**config.mk**
```make
export PLATFORM = sky130hd
export DESIGN_NAME = arb_client_flat
export DESIGN_NICKNAME = d
export VERILOG_FILES = /design/src/rtl/arb_client_if.sv /design/src/rtl/arb_client.sv /design/src/flat_wrapper.sv
export SDC_FILE = /design/constraint.sdc
export NUM_CORES = 1
export LEC_CHECK = 0
export BUFFER_PORTS_ARGS = -buffer_cell sky130_fd_sc_hd__buf_2
export CAP_MARGIN = 10
export CORE_ASPECT_RATIO = 1.4
export CORE_MARGIN = 4
export CORE_UTILIZATION = 57
export CTS_CLUSTER_DIAMETER = 50
export DETAILED_ROUTE_END_ITERATION = 10
export PLACE_DENSITY = 0.78
export SLEW_MARGIN = 20
export SYNTH_ARGS = -nofsm -noshare
export SYNTH_HDL_FRONTEND = slang
export SYNTH_SLANG_ARGS = --single-unit
```
**constraint.sdc**
```tcl
create_clock -name clk -period 3.01 [get_ports clk]
set_input_delay 0.1505 -clock clk [delete_from_list [all_inputs] [get_ports clk]]
set_output_delay 0.1505 -clock clk [all_outputs]
set_load 0.02 [all_outputs]
```
**src/rtl/arb_client_if.sv**
```systemverilog
// Job-queue handshake and arbiter request/grant bundle for arb_client.
// slave is the client's view; master is the job source / arbiter side.
interface arb_client_if;
  logic       job_valid;
  logic [3:0] job_len;
  logic       job_ready;
  logic       request;
  logic       grant;

  modport slave  (input  job_valid, job_len, grant, output job_ready, request);
  modport master (output job_valid, job_len, grant, input  job_ready, request);
endinterface

```
**src/rtl/arb_client.sv**
```systemverilog
// Requester-side client for a fixed-priority arbiter: queues transfer jobs,
// holds request until each job's beats are granted, and flags starvation.
module arb_client #(
  parameter int DEPTH    = 4,
  parameter int WAIT_MAX = 8
) (
  input  logic                       clk,
  input  logic                       rst,
  arb_client_if.slave                bus,
  output logic [$clog2(DEPTH+1)-1:0] level_o,
  output logic                       beat_o,
  output logic [3:0]                 beat_cnt_o,
  output logic                       busy_o,
  output logic                       done_o,
  output logic                       starve_o,
  input  logic                       starve_clr_i
);

  localparam int AW = $clog2(DEPTH);
  localparam int LW = $clog2(DEPTH+1);
  localparam logic [7:0] WMAX = 8'(WAIT_MAX);

  typedef enum logic [1:0] {IDLE, REQ, GAP} state_t;

  state_t        state_q, state_d;
  logic [3:0]    mem_q [DEPTH];
  logic [AW-1:0] wr_ptr_q, rd_ptr_q;
  logic [LW-1:0] level_q, level_d;
  logic [4:0]    remain_q, remain_d;
  logic [3:0]    beat_cnt_q, beat_cnt_d;
  logic [7:0]    wait_q, wait_d;
  logic          starve_q, starve_d;
  logic          job_ready, push, pop, beat;

  assign job_ready = (level_q != LW'(DEPTH));
  assign push      = bus.job_valid & job_ready;
  assign pop       = (state_q == IDLE) && (level_q != '0);
  // A grant seen while not requesting is the arbiter's trailing grant.
  assign beat      = (state_q == REQ) & bus.grant;

  assign bus.job_ready = job_ready;
  assign bus.request   = (state_q == REQ);
  assign level_o       = level_q;
  assign beat_o        = beat;
  assign beat_cnt_o    = beat_cnt_q;
  assign busy_o        = (state_q != IDLE);
  assign done_o        = (state_q == GAP);
  assign starve_o      = starve_q;

  always_comb begin
    level_d = level_q;
    if (push && !pop) begin
      level_d = level_q + LW'(1);
    end else if (!push && pop) begin
      level_d = level_q - LW'(1);
    end
  end

  always_comb begin
    state_d    = state_q;
    remain_d   = remain_q;
    beat_cnt_d = beat_cnt_q;
    wait_d     = '0;
    starve_d   = starve_q & ~starve_clr_i;
    case (state_q)
      IDLE: begin
        if (pop) begin
          remain_d   = {1'b0, mem_q[rd_ptr_q]} + 5'd1;
          beat_cnt_d = '0;
          state_d    = REQ;
        end
      end
      REQ: begin
        if (beat) begin
          remain_d   = remain_q - 5'd1;
          beat_cnt_d = beat_cnt_q + 4'd1;
          if (remain_q == 5'd1) begin
            state_d = GAP;
          end
        end else begin
          // Saturating un-granted count; starve sets only on reaching the limit.
          wait_d = (wait_q == WMAX) ? wait_q : wait_q + 8'd1;
          if (wait_q == WMAX - 8'd1) begin
            starve_d = 1'b1;
          end
        end
      end
      GAP:     state_d = IDLE;
      default: state_d = IDLE;
    endcase
  end

  always_ff @(posedge clk) begin
    if (push) begin
      mem_q[wr_ptr_q] <= bus.job_len;
    end
  end

  always_ff @(posedge clk or posedge rst) begin
    if (rst) begin
      state_q    <= IDLE;
      wr_ptr_q   <= '0;
      rd_ptr_q   <= '0;
      level_q    <= '0;
      remain_q   <= '0;
      beat_cnt_q <= '0;
      wait_q     <= '0;
      starve_q   <= 1'b0;
    end else begin
      state_q    <= state_d;
      level_q    <= level_d;
      remain_q   <= remain_d;
      beat_cnt_q <= beat_cnt_d;
      wait_q     <= wait_d;
      starve_q   <= starve_d;
      if (push) begin
        wr_ptr_q <= wr_ptr_q + AW'(1);
      end
      if (pop) begin
        rd_ptr_q <= rd_ptr_q + AW'(1);
      end
    end
  end

endmodule

```
**src/flat_wrapper.sv**
```systemverilog
// flat-port wrapper written by rule: the top's interface ports become plain ports
module arb_client_flat 
#(
  parameter int DEPTH    = 4,
  parameter int WAIT_MAX = 8
)
  (clk, rst, level_o, beat_o, beat_cnt_o, busy_o, done_o, starve_o, starve_clr_i, bus_job_valid, bus_job_len, bus_grant, bus_job_ready, bus_request);
  arb_client_if bus_i ();
  input  logic clk;
  input  logic rst;
  output logic [$clog2(DEPTH+1)-1:0] level_o;
  output logic beat_o;
  output logic [3:0] beat_cnt_o;
  output logic busy_o;
  output logic done_o;
  output logic starve_o;
  input  logic starve_clr_i;
  input wire logic [$bits(bus_i.job_valid)-1:0] bus_job_valid;
  input wire logic [$bits(bus_i.job_len)-1:0] bus_job_len;
  input wire logic [$bits(bus_i.grant)-1:0] bus_grant;
  output wire logic [$bits(bus_i.job_ready)-1:0] bus_job_ready;
  output wire logic [$bits(bus_i.request)-1:0] bus_request;
  assign bus_i.job_valid = bus_job_valid;
  assign bus_i.job_len = bus_job_len;
  assign bus_i.grant = bus_grant;
  assign bus_job_ready = bus_i.job_ready;
  assign bus_request = bus_i.request;
  arb_client #(.DEPTH(DEPTH), .WAIT_MAX(WAIT_MAX)) u_core (.clk(clk), .rst(rst), .bus(bus_i), .level_o(level_o), .beat_o(beat_o), .beat_cnt_o(beat_cnt_o), .busy_o(busy_o), .done_o(done_o), .starve_o(starve_o), .starve_clr_i(starve_clr_i));
endmodule
```
* Word-level counts from Yosys, hierarchy flattened
Memories as Yosys holds them, arrays and structs flattened.
Cells that the tools add are included.
** Cells by class
- Add/sub/neg operators :: 8
- Multiply operators :: 0
- Divide/modulo/power cells :: 0
- Order comparisons :: 0
- Equality and inequality tests :: 10
- Shift operators :: 0
- Mux-type cells :: 20
- Bitwise logic cells :: 4
- Reductions and logical operators :: 12
** Operators by type and width (count)
- $mux W8 :: 3
- $mux W5 :: 2
- $pmux W5 S2 :: 1
- $add A8 B1 Y8 const B :: 1
- $eq A8 B3 Y1 const B :: 1
- $eq A8 B4 Y1 const B :: 1
- $mux W4 :: 2
- $pmux W4 S2 :: 1
- $mux W2 :: 3
- $mux W3 :: 2
- $ne A3 B3 Y1 const B :: 2
- $reduce_and A3 Y1 :: 2
- $reduce_bool A2 Y1 :: 3
- $add A4 B1 Y5 const B :: 1
- $eq A5 B1 Y1 const B :: 1
- $mux W1 :: 5
- $sub A5 B1 Y5 const B :: 1
- $add A2 B1 Y2 const B :: 2
- $add A4 B1 Y4 const B :: 1
- $ne A2 B1 Y1 const B :: 2
- $pmux W2 S2 :: 1
- $add A3 B1 Y3 const B :: 1
- $and A1 B1 Y1 :: 3
- $logic_and A1 B1 Y1 :: 3
- other kinds (8) :: 9
** Word-level totals
- Register bits after elaboration :: 27
- Bits in latches :: 0
- Memory bits (writable) :: 16
- Memory bits (read-only) :: 0
- Input port bits :: 9
- Word-level logic and storage cells :: 63
- Memories :: 1
** Memory list
- u_core.mem_q :: words 4, width 4, read ports 1, clocked after memory_dff 0, wr ports 1, RTL line arb_client.sv:26 : logic [3:0] mem_q [DEPTH];

* Logic depth before layout (Yosys ltp)
Gate-level depths: netlist of the first run.
- Depth in word-level cells :: 6
- Mapped depth :: 9
- Mapped depth without buffers :: 9

* Worst setup path before layout of the first run
Ideal clock, no wire load.
- Path kind :: reg-to-reg
- From :: register u_core.level_q[0], in the netlist u_core.level_o[0]
- To :: register u_core.level_q[1], in the netlist u_core.level_o[1]
- Data arrival time :: 2.238 ns
- Required time :: 2.885 ns
- Slack :: 0.647 ns
- Stages on the path, launching flop included :: 8
- Buffers on the path :: 0
- Clock period less this slack :: 2.363 ns
- Path through :: dfrtp_1 -> nor2_1 -> nand2_1 -> and2_1 -> ha_1 -> inv_1 -> fa_1 -> mux2_2
** On the way
- Elaborated cells on any way between the ends :: 13
** RTL lines
- start: declaration :: RTL line arb_client.sv:28 : logic [LW-1:0] level_q, level_d;
- start signal: assignment :: RTL line arb_client.sv:111 : level_q <= level_d;
- $ne A3 B3 Y1 :: RTL line arb_client.sv:35 : assign job_ready = (level_q != LW'(DEPTH));
- named net bus_job_ready :: RTL line flat_wrapper.sv:21 : output wire logic [$bits(bus_i.job_ready)-1:0] bus_job_ready;
- $and A1 B1 Y1 :: RTL line arb_client.sv:36 : assign push = bus.job_valid & job_ready;
- named net u_core.push :: RTL line arb_client.sv:33 : logic job_ready, push, pop, beat;
- $logic_and A1 B1 Y1 :: RTL line arb_client.sv:52 : if (push && !pop) begin
- $mux W3 :: RTL line arb_client.sv:52
- named net u_core.level_d[1] :: RTL line arb_client.sv:28
The timed path passes the listed nets, and every way through them passes these cells. The select of a mux whose other input is x is not followed.
A chain may end at the register's enable or synchronous reset.

* Worst setup path in the final report of the first run
- From :: register u_core.state_q[0]
- To :: register u_core.level_q[1], in the netlist u_core.level_o[1]
** On the way
- Word-level cells in the longest chain between the ends :: 5
- Elaborated cells on any way between the ends :: 7
** RTL lines
- start: declaration :: RTL line arb_client.sv:25 : state_t state_q, state_d;
- start signal: assignment :: RTL line arb_client.sv:110 : state_q <= state_d;
- $logic_not A2 Y1 :: RTL line arb_client.sv:37 : assign pop = (state_q == IDLE) && (level_q != '0);
- $logic_and A1 B1 Y1 :: RTL line arb_client.sv:37
- $logic_not A1 Y1 :: RTL line arb_client.sv:52
- $logic_and A1 B1 Y1 :: RTL line arb_client.sv:52
- $mux W3 :: RTL line arb_client.sv:52
- named net u_core.level_d[1] :: RTL line arb_client.sv:28
The timed path passes the listed nets, and every way through them passes these cells.

==> summary.txt, run 1 <==
Final layout
  – Ant. Diodes: 0
  – Fill count: 254
  – Post-route cell area: 2330 um^2
  – Layout cell share with drive strength beyond 1: 0.223
  – Area Overhead vs Synth: 13.2%
  – Nets: 217

Die
  – Starting Density: 0.599
  – Die Y: 79.2 um
  – Core ar.: 3440 um^2
  – Cell row count: 25
  – Die width: 58.8 um
  – DIE AREA: 4660 um^2
  – I/O pin total: 22

Hold path
  – Hold/Removal Path Class: input port to register

Route
  – Total via count in the routed design: 1374
  – Post-DRT Antenna Nets: 0
  – DR WL/cell: 15.9 um
  – Routed vias/inst: 5.80
  – Pre-Repair DR Iteration Count: 4
  – Drt initial violations: 72
  – Remaining DRCs: 0
  – Total wire length: 3770 um

Power
  – Leakage power: 1.02 nW
  – Cell Pwr Density: 979 nW/um^2
  – PnR Total Power: 0.00229 W
  – Worst vdd ir: 815 uV

Critical path
  – End of the critical path: u_core.level_o[1]
  – Reg2Reg Capture Point: u_core.level_o[1]
  – CP Capture Type: register
  – Crit path DAT: 2.60 ns
  – R2r setup slk: 0.58 ns
  – Worst R2R Start: u_core.state_q[0]
  – CP Class: register to register
  – Crit Path Max Fanout: 8
  – Critical Path Source: u_core.state_q[0]
  – Critical Path Start Type: register
  – Worst R2R Path Depth: 7
  – Worst Path Required: 3.19 ns

Synth
  – Total of warnings raised by yosys: 0
  – Most common cell in the synthesized netlist: dfrtp_1
  – Post-Synthesis Cells: 168
  – Post-synthesis mux area share: 0.0595
  – Post-Synth Adder-Cell Area: 0.0765
  – Yosys top cell area share: 0.328
  – Post-Synthesis Net Count: 189
  – Mapped Area: 2060 um^2
  – Post-Synth Simple-Gate Area: 0.141
  – Mapped Avg Cell Area: 12.3 um^2
  – FF+latch count, synth: 43
  – Synth Area in Compound Gates: 0.0722
  – Synth area leader: dfrtp_1
  – Synth Area in XOR/XNOR: 0.0637
  – Post-synth EDFFs: 16
  – Asr flop ratio synth: 0.628
  – Register area share after synthesis: 0.561
  – Yosys cell types: 43
  – Synth top cells by count: dfrtp_1 (27), edfxtp_1 (16), nand2_1 (15)
  – Synth Flop Type: dfrtp_1
  – Ranking of synthesized cells by area: dfrtp_1 (33%), edfxtp_1 (23%), ha_1 (6.7%)
  – Largest family of logic cells by synthesized area: simple AND/OR/NAND/NOR gates

Place
  – DP HPWL: 2860 um
  – Port buffer count: 21
  – GP Congestion: 0.857
  – Area post-placement: 2210 um^2

Global route
  – Total GRT Usage: 0.188
  – First-pass GRT wire length: 6570 um
  – Initial antenna violation count: 0
  – Largest net degree at the start of global routing: 28
  – Number of global-route vias before repair: 1416
  – Total global routing overflow: 0

STA
  – Final Hold Fails: 0
  – Final setup vio count: 0
  – Max-slew violation count: 0
  – Normalized max-slew margin: 0.621
  – Fin crit period: 2.43 ns
  – Post-route setup TNS: 0 ns
  – Clock Skew: 0.0112 ns
  – Highest Clock Rate: 412 MHz
  – Fin crit share: 0.806
  – Tightest Pin Transition: 0.567 ns
  – Unrepaired setup endpoints after global routing: false

Clocking
  – CTS Buffer Depth: 2
  – TritonCTS Buffers: 5
  – Postcts setup bufs: 0
  – Clock Latency Late Sink: 0.30 ns
  – CTS resizes: 0
  – Htree depth: 2
  – Root Buffer: clkbuf_8
  – Clock sinks: 43
  – CTS tree: yes
  – Clock-pin slew on the worst setup and hold paths: 0.09 ns
  – Hold Buf Count CTS: 0

Run status
  – Outcome: finished clean

Run
  – Max Cap Viol: 0
[how the worst min path moves through the flow]
stage | startpoint | end | cells past startpoint
finish | starve_clr_i | u_core.starve_o | 2
CTS | starve_clr_i | u_core.starve_o | 2
global placement | starve_clr_i | u_core.starve_o | 2
detailed placement | starve_clr_i | u_core.starve_o | 2
global route | starve_clr_i | u_core.starve_o | 2
floorplan | rst | u_core.beat_cnt_o[0] | 1
[stage by stage]
stage	util	worst slack, ns	hold slack, ns	std cells
after floorplan	-	0.647	0.203	168
after global placement	0.643	0.716	0.329	228
after detailed placement	0.643	0.614	0.333	228
after CTS	0.676	0.578	0.00363	236
after global routing	0.679	0.393	0.0204	237
final	0.679	0.583	0.0199	237
[cell families (layout without fill, tap and decap cells)]
family	after synthesis	in the layout
simple gates	58	58
flops	43	43
compound gates	19	19
xor+xnor	15	15
buf+inv	14	43
fa+ha+maj	12	12
mux	7	7
[cell type report]
type	count	area, um^2	area share
Sequential cell	43	1160	0.495
Inverter	13	50.0	0.0214
Clock buffer	5	68.8	0.0295
Multi-Input combinational cell	111	851	0.364
Clock inverter	3	43.8	0.0188
Timing Repair Buffer	22	115	0.0493
Tap cell	40	50.0	0.0214
[state kept, by name, indices dropped and copies added, names as in the netlist, 2 cells and up]
name               count
u_core.beat_cnt_o      4
u_core.level_o         3
u_core.mem_q          16
u_core.rd_ptr_q        2
u_core.remain_q        5
u_core.state_q         2
u_core.wait_q          8
u_core.wr_ptr_q        2
[worst max-delay path, stage by stage (launching register included)]
cell and delay [ns]:
dfrtp_1 0.52, nor2_2 0.12, a211oi_2 0.54, inv_2 0.12
ha_1 0.26, inv_1 0.07, fa_1 0.42, mux2_2 0.27
[routing by layer]
layer	part of all wire	wire, um	global-route usage	up-vias
met1	0.40	1510	0.223	687
met4	0.014	53	0.0726	0
met3	0.033	126	0.0439	6
li1	-	-	-	655
met5	0	0	0	-
met2	0.55	2080	0.323	26
[power breakdown]
group	switching (W)	leakage (nW)	internal [W]
Sequential	0.000158	0.489	0.000783
Combinational	0.000520	0.471	0.000384
Clock	0.000195	0.0581	0.000247
Total	0.000873	1.02	0.00141
[placed cells by master (no fill, tap or decap), types with 3 or more instances in the layout]
| master | synthesis | routed |
|---|---|---|
| nand3_1 | 7 | 7 |
| nand4_1 | 3 | 3 |
| mux4_2 | 4 | 4 |
| ha_1 | 11 | 11 |
| clkbuf_8 | 0 | 5 |
| inv_1 | 9 | 8 |
| nor2_1 | 12 | 12 |
| o21ai_1 | 5 | 5 |
| nand2_1 | 15 | 15 |
| dfrtp_1 | 27 | 27 |
| edfxtp_1 | 16 | 16 |
| buf_2 | 1 | 21 |
| xnor2_1 | 5 | 5 |
| xor2_1 | 10 | 10 |
| o21ai_0 | 3 | 3 |
| inv_2 | 2 | 3 |
| and3_1 | 6 | 6 |
Power figures use the tool's default switching activity.
==> inputs of run 2 (changes only) <==
Settings changed: CORE_UTILIZATION 57 to 52, PLACE_DENSITY 0.78 to 0.75.
Clock period 3.01 ns to 2.2 ns, I/O delays scaled along.
==> summary.txt, run 2 (synthesis gave the netlist of run 1 again) <==
Final layout
  – Ant. Diodes: 0 (unchanged)
  – Layout cell share with drive strength beyond 1: 0.260 (+0.0365)
  – Largest reg by FF count: u_core.mem_q
  – Largest regs: u_core.mem_q x16, u_core.wait_q x8, u_core.remain_q x5
  – Nets: 224 (+3.2%)
  – Area Overhead vs Synth: 15.9%
  – Most common cell after layout, fill and taps aside: dfrtp_1
  – Reg area: 1160 um^2 (+0.22%)
  – Most frequent cells in the layout: dfrtp_1 (25), buf_2 (21), edfxtp_1 (16)
  – Multi-input logic area: 866 um^2 (+1.8%)
  – Max reg flops: 16 (unchanged)
  – Fill count: 308 (+21%)

Global route
  – Total global routing overflow: 0 (unchanged)
  – First-pass GRT wire length: 6660 um (+1.4%)
  – Largest net degree at the start of global routing: 28 (unchanged)
  – Number of global-route vias before repair: 1430 (+0.99%)
  – Total GRT Usage: 0.181 (-0.00683)
  – Initial antenna violation count: 0 (unchanged)

Route
  – Post-DRT Antenna Nets: 0 (unchanged)
  – DR WL/cell: 15.4 um (-3.0%)
  – Routed vias/inst: 5.64 (-2.7%)
  – Total via count in the routed design: 1387 (+0.95%)
  – Total wire length: 3800 um (+0.66%)
  – Drt initial violations: 55 (-24%)
  – Remaining DRCs: 0 (unchanged)
  – Pre-Repair DR Iteration Count: 4 (unchanged)

Power
  – Leakage power: 1.04 nW (+1.7%)
  – Worst vdd ir: 794 uV (-2.5%)
  – Cell Pwr Density: 1310 nW/um^2 (+33%)
  – PnR Total Power: 0.00312 W (+37%)

STA
  – Fin crit period: 2.07 ns (-0.359 ns)
  – Post-route setup TNS: 0 ns (unchanged)
  – Final WS setup: 0.132 ns (-0.451 ns)
  – Final setup vio count: 0 (unchanged)
  – Normalized max-slew margin: 0.692 (+0.0703)
  – Highest Clock Rate: 484 MHz (+17%)
  – Fin crit share: 0.940 (+0.134)
  – Clock Skew: 0.00567 ns (-0.00551 ns)
  – Tightest Pin Transition: 0.461 ns (-0.106 ns)
  – Max-slew violation count: 0 (unchanged)
  – Unrepaired setup endpoints after global routing: false
  – Final Hold Fails: 0 (unchanged)

Critical path
  – Cell Chain, Critical Path: nor2_4, nand2_2, and2_1, ha_1, inv_1, fa_1, xor2_1, nor2_1, xor2_1
  – Critical Path Start Type: register
  – Crit Path Max Fanout: 6 (-2)
  – Worst Path Required: 2.41 ns (-0.78 ns)
  – CP Buf/Inv Count: 1 (-1)
  – Max incr delay on CP: 0.44 ns (-0.10 ns)
  – Worst path slowest cell: dfrtp_2
  – CP Class: register to register
  – Most frequent CP cell: xor2_1
  – CP Capture Type: register
  – Crit path DAT: 2.28 ns (-0.32 ns)
  – CP top delay family: adder cells

Clocking
  – Clock-pin slew on the worst setup and hold paths: 0.09 ns (about the same)
  – CTS tree: yes
  – Clock Latency Late Sink: 0.30 ns (about the same)
  – Clock sinks: 43 (unchanged)
  – Htree depth: 2 (unchanged)
  – TritonCTS Buffers: 5 (unchanged)
  – CTS Buffer Depth: 2 (unchanged)
  – Root Buffer: clkbuf_8

Die
  – Starting Density: 0.551 (-0.0481)
  – I/O pin total: 22 (unchanged)
  – Die Y: 82.5 um (+4.2%)
  – Core ar.: 3740 um^2 (+8.7%)
  – Die width: 61.2 um (+4.1%)
  – Cell row count: 26 (+4.0%)
  – DIE AREA: 5050 um^2 (+8.5%)

Run
  – Max Cap Viol: 0 (unchanged)

Place
  – GP Congestion: 0.784 (-8.5%)
  – Port buffer count: 21 (unchanged)
  – DP HPWL: 2960 um (+3.3%)
  – Dpl ws: 0.0114 ns (-0.603 ns)

Hold path
  – Hold/Removal Path Class: input port to register

Run status
  – Outcome: finished clean
run 2: changes by cell type in the layout (fill, tap and decap cells not counted), sizes merged:
cell,delta
buf,+6
bufinv,-1
clkinv,-2
clkinvlp,+2
dlygate4sd3,+1
inv,+1
run 2: power breakdown:
part | switching, W | internal, W
sequential | 0.000219 | 0.00107
clock | 0.000288 | 0.000227
combinational | 0.000731 | 0.000582
total | 0.00124 | 0.00188
run 2: area by class of cell:
| cell class | count | area share |
|---|---|---|
| sequential | 43 | 0.485 |
| tap | 42 | 0.0220 |
| inverter | 13 | 0.0209 |
| multi-input combinational | 111 | 0.362 |
| clock buffer | 5 | 0.0288 |
| timing repair buffer | 29 | 0.0712 |
| clock inverter | 3 | 0.00995 |
run 2: timing repair:
action | 4_1_cts | 5_1_grt
setup endpoints to repair | 1 | 1
gates resized for setup | 1 | 3
endpoints found under the hold margin | 28 | 0
setup buffers | 0 | 2
hold buffers | 2 | 0
pin swaps | 0 | 1
run 2: final timing paths:
kind | startpoint | end | cells after the start | slack [ns]
max in group asynchronous | rst | u_core.level_o[1] | 4 | 1.51
setup reg to reg | u_core.level_o[0] | u_core.level_o[2] | 9 | 0.13
min in group asynchronous | rst | u_core.level_o[2] | 4 | 0.41
setup / recovery | u_core.level_o[0] | u_core.level_o[2] | 9 | 0.13
hold reg to reg | u_core.remain_q[4] | u_core.state_q[1] | 1 | 0.51
hold / removal | bus_job_len[3] | u_core.mem_q[1][3] | 1 | 0.03
run 2: through the flow:
step	cell area [um^2]	hold WS, ns	instances	utilization
finish	2390	0.0258	246	0.639
global route	2390	0.0140	246	0.639
CTS	2370	0.0158	244	0.633
detailed placement	2250	0.190	234	0.601
global placement	2250	0.182	234	0.601
floorplan	2070	0.163	168	-
run 2: routing by layer:
layer	GRT usage	wire, um
met4	0.0672	59
met5	0	0
met3	0.0389	130
met2	0.321	2110
met1	0.210	1500
